[src/rtl/spi_packet_slave.sv]
// SPI slave that exchanges fixed-size packets between an SPI bus, a TX shadow register and an RX FIFO.
// Defining SPI_PACKET_SLAVE_LOOPBACK_EN echoes every accepted RX packet back out on the next transfer.
module spi_packet_slave #(
    parameter int BYTE_SIZE   = 8,
    parameter int PACKET_SIZE = 8,
    parameter int CPOL        = 0,
    parameter int CPHA        = 0,
    parameter int FIFO_DEPTH  = 4,
    localparam int W  = BYTE_SIZE * PACKET_SIZE,
    localparam int CW = $clog2(FIFO_DEPTH) + 1
) (
    input  logic          clkIn,
    input  logic          nResetIn,
    input  logic          ssIn,
    input  logic          sckIn,
    input  logic          mosiIn,
    output logic          misoOut,
    input  logic [W-1:0]  txDataIn,
    input  logic          txValidIn,
    output logic          txReadyOut,
    output logic [W-1:0]  rxDataOut,
    output logic          rxValidOut,
    input  logic          rxReadyIn,
    output logic [CW-1:0] fifoCountOut,
    output logic          overrunOut,
    output logic          busyOut
);
    localparam int   PW          = $clog2(FIFO_DEPTH);
    localparam int   BW          = $clog2(W + 1);
    localparam logic SCK_IDLE    = (CPOL != 0);
    localparam logic LATE_SAMPLE = (CPHA != 0);
`ifdef SPI_PACKET_SLAVE_LOOPBACK_EN
    localparam logic LOOPBACK = 1'b1;
`else
    localparam logic LOOPBACK = 1'b0;
`endif

    typedef enum logic [1:0] {IDLE, SHIFT, DONE} state_t;

    logic [2:0]    sync1_q, sync2_q, histA_q, histB_q, histC_q, filt;
    logic          ssPrev_q, sckPrev_q;
    logic          ssFilt, sckFilt, mosiFilt, ssFall, ssRise;
    logic          sckEdge, leadEdge, trailEdge, sampleEdge, shiftEdge;
    state_t        state_q;
    logic [BW-1:0] bitCnt_q;
    logic [W-1:0]  txShift_q, rxShift_q, shadow_q, loadData;
    logic          shadowFull_q, miso_q, txFire;
    logic [W-1:0]  mem_q [FIFO_DEPTH];
    logic [PW-1:0] wrPtr_q, rdPtr_q;
    logic [CW-1:0] count_q, count_d;
    logic          overrun_q, push, pop, full, pushOk;

    // Pins {ss, sck, mosi}: two flops against metastability, then a 3-deep majority vote.
    always_ff @(posedge clkIn or negedge nResetIn) begin
        if (!nResetIn) begin
            sync1_q   <= '0;
            sync2_q   <= '0;
            histA_q   <= '0;
            histB_q   <= '0;
            histC_q   <= '0;
            ssPrev_q  <= 1'b0;
            sckPrev_q <= 1'b0;
        end else begin
            sync1_q   <= {ssIn, sckIn, mosiIn};
            sync2_q   <= sync1_q;
            histA_q   <= sync2_q;
            histB_q   <= histA_q;
            histC_q   <= histB_q;
            ssPrev_q  <= ssFilt;
            sckPrev_q <= sckFilt;
        end
    end

    assign filt       = (histA_q & histB_q) | (histA_q & histC_q) | (histB_q & histC_q);
    assign ssFilt     = filt[2];
    assign sckFilt    = filt[1];
    assign mosiFilt   = filt[0];
    assign ssFall     = ssPrev_q & ~ssFilt;
    assign ssRise     = ~ssPrev_q & ssFilt;
    assign sckEdge    = sckFilt ^ sckPrev_q;
    assign leadEdge   = sckEdge & (sckFilt != SCK_IDLE);
    assign trailEdge  = sckEdge & (sckFilt == SCK_IDLE);
    assign sampleEdge = LATE_SAMPLE ? trailEdge : leadEdge;
    assign shiftEdge  = LATE_SAMPLE ? leadEdge : trailEdge;

    assign rxValidOut = (count_q != '0);
    assign pop        = rxValidOut & rxReadyIn;
    assign push       = (state_q == DONE);
    assign full       = (count_q == CW'(FIFO_DEPTH));
    assign pushOk     = push & (~full | pop);
    assign txReadyOut = ~LOOPBACK & ~shadowFull_q;
    assign txFire     = txValidIn & txReadyOut;
    assign loadData   = (LOOPBACK && pushOk) ? rxShift_q : (shadowFull_q ? shadow_q : '0);

    // With CPHA=0 the MSB must already be on MISO before the first sample edge, so it is
    // driven at load time and the trailing edge that closes the previous packet is skipped.
    always_ff @(posedge clkIn or negedge nResetIn) begin
        if (!nResetIn) begin
            state_q      <= IDLE;
            bitCnt_q     <= '0;
            txShift_q    <= '0;
            rxShift_q    <= '0;
            shadow_q     <= '0;
            shadowFull_q <= 1'b0;
            miso_q       <= 1'b0;
        end else begin
            case (state_q)
                IDLE: begin
                    if (ssFall) begin
                        state_q      <= SHIFT;
                        bitCnt_q     <= '0;
                        txShift_q    <= LATE_SAMPLE ? loadData : (loadData << 1);
                        shadowFull_q <= 1'b0;
                        if (!LATE_SAMPLE) miso_q <= loadData[W-1];
                    end else begin
                        miso_q <= 1'b0;
                    end
                end
                SHIFT: begin
                    if (ssRise) begin
                        state_q <= IDLE;
                    end else begin
                        if (sampleEdge) begin
                            rxShift_q <= {rxShift_q[W-2:0], mosiFilt};
                            if (bitCnt_q == BW'(W - 1)) state_q <= DONE;
                            else bitCnt_q <= bitCnt_q + BW'(1);
                        end
                        if (shiftEdge && (LATE_SAMPLE || bitCnt_q != '0)) begin
                            miso_q    <= txShift_q[W-1];
                            txShift_q <= txShift_q << 1;
                        end
                    end
                end
                DONE: begin
                    state_q      <= ssFilt ? IDLE : SHIFT;
                    bitCnt_q     <= '0;
                    txShift_q    <= LATE_SAMPLE ? loadData : (loadData << 1);
                    shadowFull_q <= 1'b0;
                    if (!LATE_SAMPLE) miso_q <= loadData[W-1];
                    if (LOOPBACK && pushOk) begin
                        shadow_q     <= rxShift_q;
                        shadowFull_q <= 1'b1;
                    end
                end
                default: state_q <= IDLE;
            endcase
            if (txFire) begin
                shadow_q     <= txDataIn;
                shadowFull_q <= 1'b1;
            end
        end
    end

    always_comb begin
        count_d = count_q;
        if (pushOk && !pop) count_d = count_q + CW'(1);
        else if (!pushOk && pop) count_d = count_q - CW'(1);
    end

    // Power-of-two depth lets the pointers wrap on their own.
    always_ff @(posedge clkIn or negedge nResetIn) begin
        if (!nResetIn) begin
            wrPtr_q   <= '0;
            rdPtr_q   <= '0;
            count_q   <= '0;
            overrun_q <= 1'b0;
        end else begin
            if (pushOk) wrPtr_q <= wrPtr_q + PW'(1);
            if (pop) rdPtr_q <= rdPtr_q + PW'(1);
            count_q   <= count_d;
            overrun_q <= push & ~pushOk;
        end
    end

    always_ff @(posedge clkIn) begin
        if (pushOk) mem_q[wrPtr_q] <= rxShift_q;
    end

    assign rxDataOut    = rxValidOut ? mem_q[rdPtr_q] : '0;
    assign fifoCountOut = count_q;
    assign overrunOut   = overrun_q;
    assign busyOut      = (state_q != IDLE);
    assign misoOut      = miso_q & ~ssFilt;
endmodule

[config.mk]
export PLATFORM = sky130hd
export DESIGN_NAME = spi_packet_slave
export DESIGN_NICKNAME = d
export VERILOG_FILES = /design/src/rtl/spi_packet_slave.sv
export SDC_FILE = /design/constraint.sdc
export NUM_CORES = 1
export LEC_CHECK = 0
export BUFFER_PORTS_ARGS = -buffer_cell sky130_fd_sc_hd__buf_2
export CAP_MARGIN = 40
export CORE_ASPECT_RATIO = 1.5
export CORE_MARGIN = 10
export CORE_UTILIZATION = 50
export CTS_BUF_LIST = sky130_fd_sc_hd__clkbuf_2
export DETAILED_ROUTE_END_ITERATION = 10
export PLACE_DENSITY = 0.71
export SYNTH_ARGS = -nofsm -noshare
export SYNTH_HDL_FRONTEND = slang
export SYNTH_SLANG_ARGS = --single-unit
[constraint.sdc]
create_clock -name clkIn -period 3.1 [get_ports clkIn]
set_input_delay 0.155 -clock clkIn [delete_from_list [all_inputs] [get_ports clkIn]]
set_output_delay 0.155 -clock clkIn [all_outputs]
set_load 0.01 [all_outputs]
# Yosys cells after proc, flatten, opt, wreduce, memory -nomap -nowiden
# Memory sizes are Yosys's and may differ from the RTL's.
# Cells that the tools add are included.
classes:
  n_reduce_logical: 18
  addsub: 5
  n_div: 0
  n_bitwise: 23
  n_mul: 0
  mux: 28
  order_cmp: 0
  shift: 0
  eq_ne: 12
ops:
  columns: ["cell", "count"]
  rows:
  - ["$mux W64", 5]
  - ["$pmux W64 S3", 1]
  - ["$mux W7", 4]
  - ["$pmux W7 S3", 1]
  - ["$ne A2 B2 Y1 const B", 5]
  - ["$and A1 B1 Y1", 9]
  - ["$and A3 B3 Y3", 3]
  - ["$ne A3 B3 Y1 const B", 3]
  - ["$reduce_and A3 Y1", 3]
  - ["$reduce_bool A3 Y1", 3]
  - ["$mux W1", 8]
  - ["$mux W2", 4]
  - ["$add A7 B1 Y7 const B", 1]
  - ["$eq A7 B6 Y1 const B", 1]
  - ["$not A1 Y1", 7]
  - ["$reduce_bool A7 Y1", 1]
  - ["$mux W3", 2]
  - ["$or A3 B3 Y3", 2]
  - ["$pmux W2 S3", 1]
  - ["$reduce_and A5 Y1", 1]
  - ["$add A2 B1 Y2 const B", 2]
  - ["$reduce_and A4 Y1", 1]
  - ["$reduce_bool A2 Y1", 2]
  - ["$add A3 B1 Y3 const B", 1]
  - ["12 further kinds", 15]
word_totals:
  latch_bits: 0
  ramBits: 256
  register_bits: 228
  memories: 1
  rom_bits: 0
mem_list:
  columns: ["memory", "depth", "width", "rd", "rd_clocked_by_memory_dff", "wr", "line", "text"]
  rows:
  - ["mem_q", 4, 64, 1, 0, 1, "48", "logic [W-1:0] mem_q [FIFO_DEPTH];"]

# Depth between registers and ports, before layout
# Gate-level depths: netlist of the first run.
logic_depth:
  word_depth: 9
  ltp_mapped: 10

# Worst setup path before layout of the first run
# Ideal clock, no wire load.
synth_timing:
  path_type: "register -> register"
  startpoint: "register state_q[0]"
  endpoint: "memory mem_q[2][0] in the netlist's numbering (enable)"
  t_required_ns: 2.671
  setup_ns: 0.429
  arrival_ns: 2.568
  stages_incl_launch_ff: 6
  n_path_buf: 1
  slack_ns: 0.103
  path_cell_list: "dfrtp_1 > inv_1 > ha_1 > nor2b_1 > clkbuf_1 > and2_1"
synth_between:
  elab_chain_len: 4
synth_lines:
  columns: ["element", "line", "text"]
  rows:
  - ["from (decl)", "44", "state_t state_q;"]
  - ["from (signal assigned)", "135", "state_q <= ssFilt ? IDLE : SHIFT;"]
  - ["$eq A2 B2 Y1", "88", "assign push = (state_q == DONE);"]
  - ["$and A1 B1 Y1", "90", "assign pushOk = push & (~full | pop);"]
  - ["named net pushOk", "51", "logic overrun_q, push, pop, full, pushOk;"]
  - ["$mux W1", "176", "if (pushOk) mem_q[wrPtr_q] <= rxShift_q;"]
  - ["$mux W1 (not written as such)", "176", null]
  - ["to (decl)", "48", null]
# The timed path passes the listed nets, and every way through them passes these cells.

# Final worst setup path of the first run
layout_timing:
  startpoint: "register rdPtr_q[1]"
  endpoint: "output port rxDataOut[62]"
layout_between:
  elab_chain_len: 2
layout_lines:
  columns: ["element", "line", "text"]
  rows:
  - ["from (decl)", "49", "logic [PW-1:0] wrPtr_q, rdPtr_q;"]
  - ["from (signal assigned)", "169", "if (pop) rdPtr_q <= rdPtr_q + PW'(1);"]
  - ["$mem_v2 Z4 W64", null, null]
  - ["$mux W64", "179", "assign rxDataOut = rxValidOut ? mem_q[rdPtr_q] : '0;"]
  - ["to (decl)", "21", "output logic [W-1:0] rxDataOut,"]
# No other way between the ends.

==> results of run 1 <==
[power by group]
part	switching [mW]	internal, mW
combinational	1.66	1.73
clock	2.42	1.48
sequential	0.550	7.53
total	4.63	10.7
[routing by layer]
metal / track usage, % / vias up / share of wire (%)
met1: 20.35 / 5779 / 38
li1: - / 5106 / -
met2: 30.39 / 340 / 53
met5: 0 / - / 0
met3: 4.587 / 68 / 6.4
met4: 7.138 / 0 / 2.0
[Yosys cell counts (3+ instances only)]
| master | count |
|---|---|
| a21oi_1 | 9 |
| o31ai_1 | 3 |
| a22oi_1 | 61 |
| and2_1 | 70 |
| o21ai_1 | 60 |
| buf_6 | 7 |
| dfrtp_1 | 227 |
| mux4_2 | 64 |
| edfxtp_1 | 256 |
| nand3_1 | 5 |
| nor2_1 | 9 |
| o21ai_0 | 73 |
| buf_1 | 3 |
| a31oi_1 | 4 |
| xnor2_1 | 4 |
| inv_1 | 11 |
| nand2_1 | 14 |
| mux2_2 | 130 |
| ha_1 | 11 |
| clkbuf_1 | 40 |
| buf_2 | 15 |
| buf_4 | 8 |
| nor2b_1 | 5 |
[critical path: stages, from the launching register on]
cell and delay (ns):
dfrtp_2 0.80, buf_12 0.26, mux4_2 0.33, and2_1 0.17, buf_2 0.13
[worst max path at each step]
stage,start,endpoint
floorplan,state_q[0],mem_q[2][0]
global placement,state_q[0],fifoCountOut[2]
finish,rdPtr_q[1],rxDataOut[62]
detailed placement,state_q[0],fifoCountOut[2]
global route,rdPtr_q[1],rxDataOut[43]
CTS,rdPtr_q[1],rxDataOut[43]
[through the flow]
stage | util, % | power (mW) | instance area [um^2]
after floorplan | - | 9.948 | 18860
after global placement | 53.88 | 10.53 | 20170
after detailed placement | 53.88 | 10.64 | 20170
after CTS | 62.06 | 15.31 | 23240
after global routing | 62.07 | 16.22 | 23240
final | 62.07 | 15.37 | 23240
[cell families (layout without fill, tap and decap cells)]
| kind of cell | after synthesis | count (layout) |
|---|---|---|
| flops | 483 | 483 |
| mux | 194 | 194 |
| fa+ha+maj | 15 | 15 |
| other cells | 0 | 1 |
| xor+xnor | 6 | 6 |
| buf+inv | 84 | 571 |
| simple gates | 116 | 116 |
| compound gates | 214 | 214 |
[repair_timing]
action | in CTS | in global routing
hold endpoints to repair | 303 | 0
endpoints found under the setup margin | 45 | 0
hold buffers | 204 | 0
setup buffers | 2 | 0
[layout make-up]
cell class | instances | area (um^2) | area share, %
tap | 489 | 611.8 | 2.632
multi-input combinational | 545 | 5117 | 22.02
sequential | 483 | 13370 | 57.54
timing repair buffer | 371 | 3126 | 13.45
antenna | 1 | 2.502 | 0.01077
inverter | 11 | 41.29 | 0.1776
clock buffer | 149 | 745.7 | 3.208
clock inverter | 40 | 225.2 | 0.9690
[registers in the layout, summed over array words and instances, names as in the netlist, 3 cells and up]
signal        count
mem_q           256
histB_q           3
histC_q           3
fifoCountOut      3
sync2_q           3
histA_q           3
txShift_q        63
shadow_q         64
bitCnt_q          7
rxShift_q        64
sync1_q           3
==> out/qor.csv, run 1 <==
metric;value;unit
status;completed;
synth_top_cell_area_share;40.76;%
cts_tree;yes;
grt_max_degree;87;
synth-seq-cells;483;
drive_gt1_share;33.96;%
port_buffers;142;
finalHoldViolations;0;
holdWs;0.1446;ns
synthArstFlopShare;47.00;%
die_h;257.9;um
detail-route-antenna-nets;0;
fmax;346.7;MHz
clockBufferDepth;3;
routed-via-count;11290;
coreArea;37450;um^2
grtUsageTotal;17.60;%
grt_pass1_wl;64650;um
timing.rr.end;shadow_q[24];
path_class;reg -> out;
die_area;46050;um^2
pre_cts_slack;0.7167;ns
min_period_over_period;93.04;%
synth_mux_area_share;15.40;%
htreeDepth;3;
syn_avg_cell_area;16.96;um^2
yosys.area_share.adder;1.008;%
rsz0062_at_grt;false;
area_delta_synth_final;23.23;%
firstDrtPassIters;5;
layoutNonFillerInstCount;2089;
tns;0;ns
worst-r2r-setup-slack;0.76;ns
hold_start;txValidIn;
synth_top_family_by_area;multiplexers;
ys.flop_type;edfxtp_1;
synth_edf_count;256;
endpoint_kind;primary output;
rr_startpoint;shadowFull_q;
hpwl;20470;um
yosysSeqAreaShare;70.88;%
cts_sinks;483;
antenna_found_initial;1;
hold-path-endpoint;shadowFull_q;
cp.required;2.94;ns
cp.arrival;2.73;ns
fillCellCount;2744;
cts_made_buffers;103;
root_buffer;clkbuf_2;
worstPathMaxFanout;23;
grt_pass1_vias;12350;
place.gp.congestion;0.6982;
overflow;0;
fin_crit;2.884;ns
skew;0.08389;ns
synth_nets;1195;
ios;143;
nets;1598;
routed_via_density;5.406;
path_clk_slew;0.11;ns
syn_inst;1112;
finalWorstSetupSlack;0.2157;ns
cap_violations;0;
ir_worst_vdd;0.4680;mV
power.density;661.1;nW/um^2
yosys.area.top_type;edfxtp_1;
remaining_drc_errors;0;
die_w;178.6;um
netlist_area;18860;um^2
row_count;87;
synth_xor_area_share;0.2786;%
wl_per_cell;19.11;um
synth_compound_area_share;6.641;%
r2r_cells;4;
hold_path.class;in -> reg;
ys_top_cells_by_area;edfxtp_1, dfrtp_1, mux2_2;
place_inst;1693;
final_common_cell;edfxtp_1;
drtIter0Drc;660;
worstMarginPinSlew;0.8231;ns
drv_slew;0;
relSlewSlack;45.12;%
clock_latency;1.02;ns
critPathLaunchType;flop;
synth_warnings;0;
synthSimpleGateAreaFrac;3.582;%
setup_viol;0;
routed_wl;39910;um
initial_utilization;50.37;%
hold_depth;4;
ys_types;39;
cts_resized;0;
power_leakage;9.543;nW
final_cell_mix;edfxtp_1, dfrtp_1, dlygate4sd3_1, clkbuf_2, buf_2;
Power figures use the tool's default switching activity.
==> run 2, diff against run 1 <==
- BUFFER_PORTS_ARGS: -buffer_cell sky130_fd_sc_hd__buf_2 -> not set
- DONT_BUFFER_PORTS: not set -> 1
- PLACE_DENSITY: 0.71 -> 0.68
==> run 2 against run 1 <==
Effect of this change: the run now ends with negative hold slack left; sequential power shrank 0.6%; worst hold slack lost 1.3 ns; final area shrank 5.8%; critical path depth shrank 1; clock power grew 6.9%; power is essentially flat; clock skew grew 0.0055 ns.
==> out/qor.csv, run 2 (synthesized netlist as in run 1, its figures left out) <==
metric;value;unit
die_w;178.6;um
fmax;363.2;MHz
coreArea;37450;um^2
fin_crit;2.753;ns
critPathLaunchType;flop;
die_area;46050;um^2
cp.arrival;2.60;ns
wl_met2;19380;um
cp.required;2.94;ns
drive_gt1_share;30.07;%
cts_sinks;483;
ir_worst_vdd;0.6125;mV
firstDrtPassIters;5;
grtUsageTotal;16.20;%
final_cell_mix;edfxtp_1, dfrtp_1, clkbuf_2, dlygate4sd3_1, mux2_2;
routed-via-count;10350;
hpwl;20480;um
htreeDepth;3;
remaining_drc_errors;0;
detail-route-antenna-nets;0;
finalHoldViolations;227;
relSlewSlack;43.28;%
routed_wl;36840;um
status;complete, but fails checks;
nets;1397;
place.gp.congestion;0.7248;
tns;0;ns
hold_buffers;138;
path_clk_slew;0.11;ns
row_count;87;
final_common_cell;edfxtp_1;
path_class;reg -> out;
cts_setup_buffers;0;
area_delta_synth_final;16.13;%
cts_made_buffers;108;
violations;negative hold slack;
antenna_found_initial;2;
skew;0.08943;ns
initial_utilization;50.37;%
ios;143;
cts_resized;0;
clock_latency;1.00;ns
cts_tree;yes;
port_buffers;0;
power.density;702.0;nW/um^2
overflow;0;
hold_path.class;in -> async;
worstMarginPinSlew;0.8508;ns
drv_slew;0;
rsz0062_at_grt;false;
power.total;15.37;mW
holdWs;-1.151;ns
drtIter0Drc;458;
m1WireLength;14480;um
regMostFlops;mem_q;
setup_viol;0;
root_buffer;clkbuf_2;
cap_violations;0;
largest_reg_flops;256;
biggestRegsByFlops;mem_q (256), rxShift_q (64), shadow_q (64);
routed_via_density;5.474;
grt_pass1_vias;11430;
wl_met3;2196;um
grt_pass1_wl;59850;um
endpoint_kind;primary output;
worstPathMaxFanout;39;
die_h;257.9;um
grt_max_degree;228;
highest_layer;met4;
min_period_over_period;88.82;%
power_leakage;8.651;nW
wl_per_cell;19.48;um
clockBufferDepth;3;
==> run 2: changes by cell type in the layout (fill, tap and decap cells not counted), sizes merged <==
| cell | previous run | this run |
|---|---|---|
| diode | 1 | 2 |
| clkinv | 33 | 19 |
| dlygate4sd3 | 203 | 138 |
| inv | 16 | 12 |
| clkbuf | 149 | 172 |
| buf | 168 | 27 |
| bufinv | 2 | 4 |
==> run 2: critical path: stages, from the launching register on <==
cell and delay (ns):
dfrtp_4 0.46, buf_12 0.30, mux4_2 0.61, and2_1 0.22
==> run 2: metrics by stage <==
step / hold WS (ns) / util, % / instances / area (um^2) / setup slack (ns)
2_1_floorplan: -0.1406 / - / 1112 / 18860 / 0.1031
4_1_cts: -1.312 / 58.48 / 1889 / 21900 / 0.1599
5_1_grt: -1.285 / 58.49 / 1891 / 21900 / 0.1362
6_report: -1.151 / 58.49 / 1891 / 21900 / 0.3466
3_3_place_gp: -0.1277 / 51.93 / 1555 / 19450 / 0.6326
3_5_place_dp: -0.1275 / 51.93 / 1555 / 19450 / 0.4703
==> run 2: worst paths after layout <==
| check | startpoint | to | slack [ns] | depth (start not counted) |
|---|---|---|---|---|
| max | rdPtr_q[0] | rxDataOut[58] | 0.35 | 3 |
| min | nResetIn | rxShift_q[48] | -1.15 | 0 |
| max reg2reg | fifoCountOut[0] | fifoCountOut[1] | 0.50 | 6 |
| min reg2reg | sync2_q[2] | histA_q[2] | 0.35 | 0 |
| max in group asynchronous | nResetIn | txShift_q[27] | 3.92 | 0 |
| min in group clkIn | sckIn | sync1_q[1] | 0.30 | 2 |
==> run 2: metal layers <==
metal / GRT usage [%] / up-vias
li1: - / 4697
met1: 18.85 / 5319
met2: 27.65 / 278
met3: 4.324 / 58
met4: 6.862 / 0
met5: 0 / -
==> run 2: report_power, final <==
group	internal (mW)	switching, mW	total, mW
clock network	1.79	2.38	4.17
registers	7.53	0.502	8.03
logic	1.65	1.53	3.17
==> run 2: cell type report <==
| cell class | count | area [um^2] |
|---|---|---|
| Clock buffer | 172 | 860.8 |
| Antenna cell | 2 | 5.005 |
| Sequential cell | 483 | 13370 |
| Fill cell | 2922 | 15540 |
| Timing Repair Buffer | 165 | 1684 |
| Multi-Input combinational cell | 545 | 5119 |
| Clock inverter | 24 | 207.7 |
| Inverter | 11 | 41.29 |
| Tap cell | 489 | 611.8 |
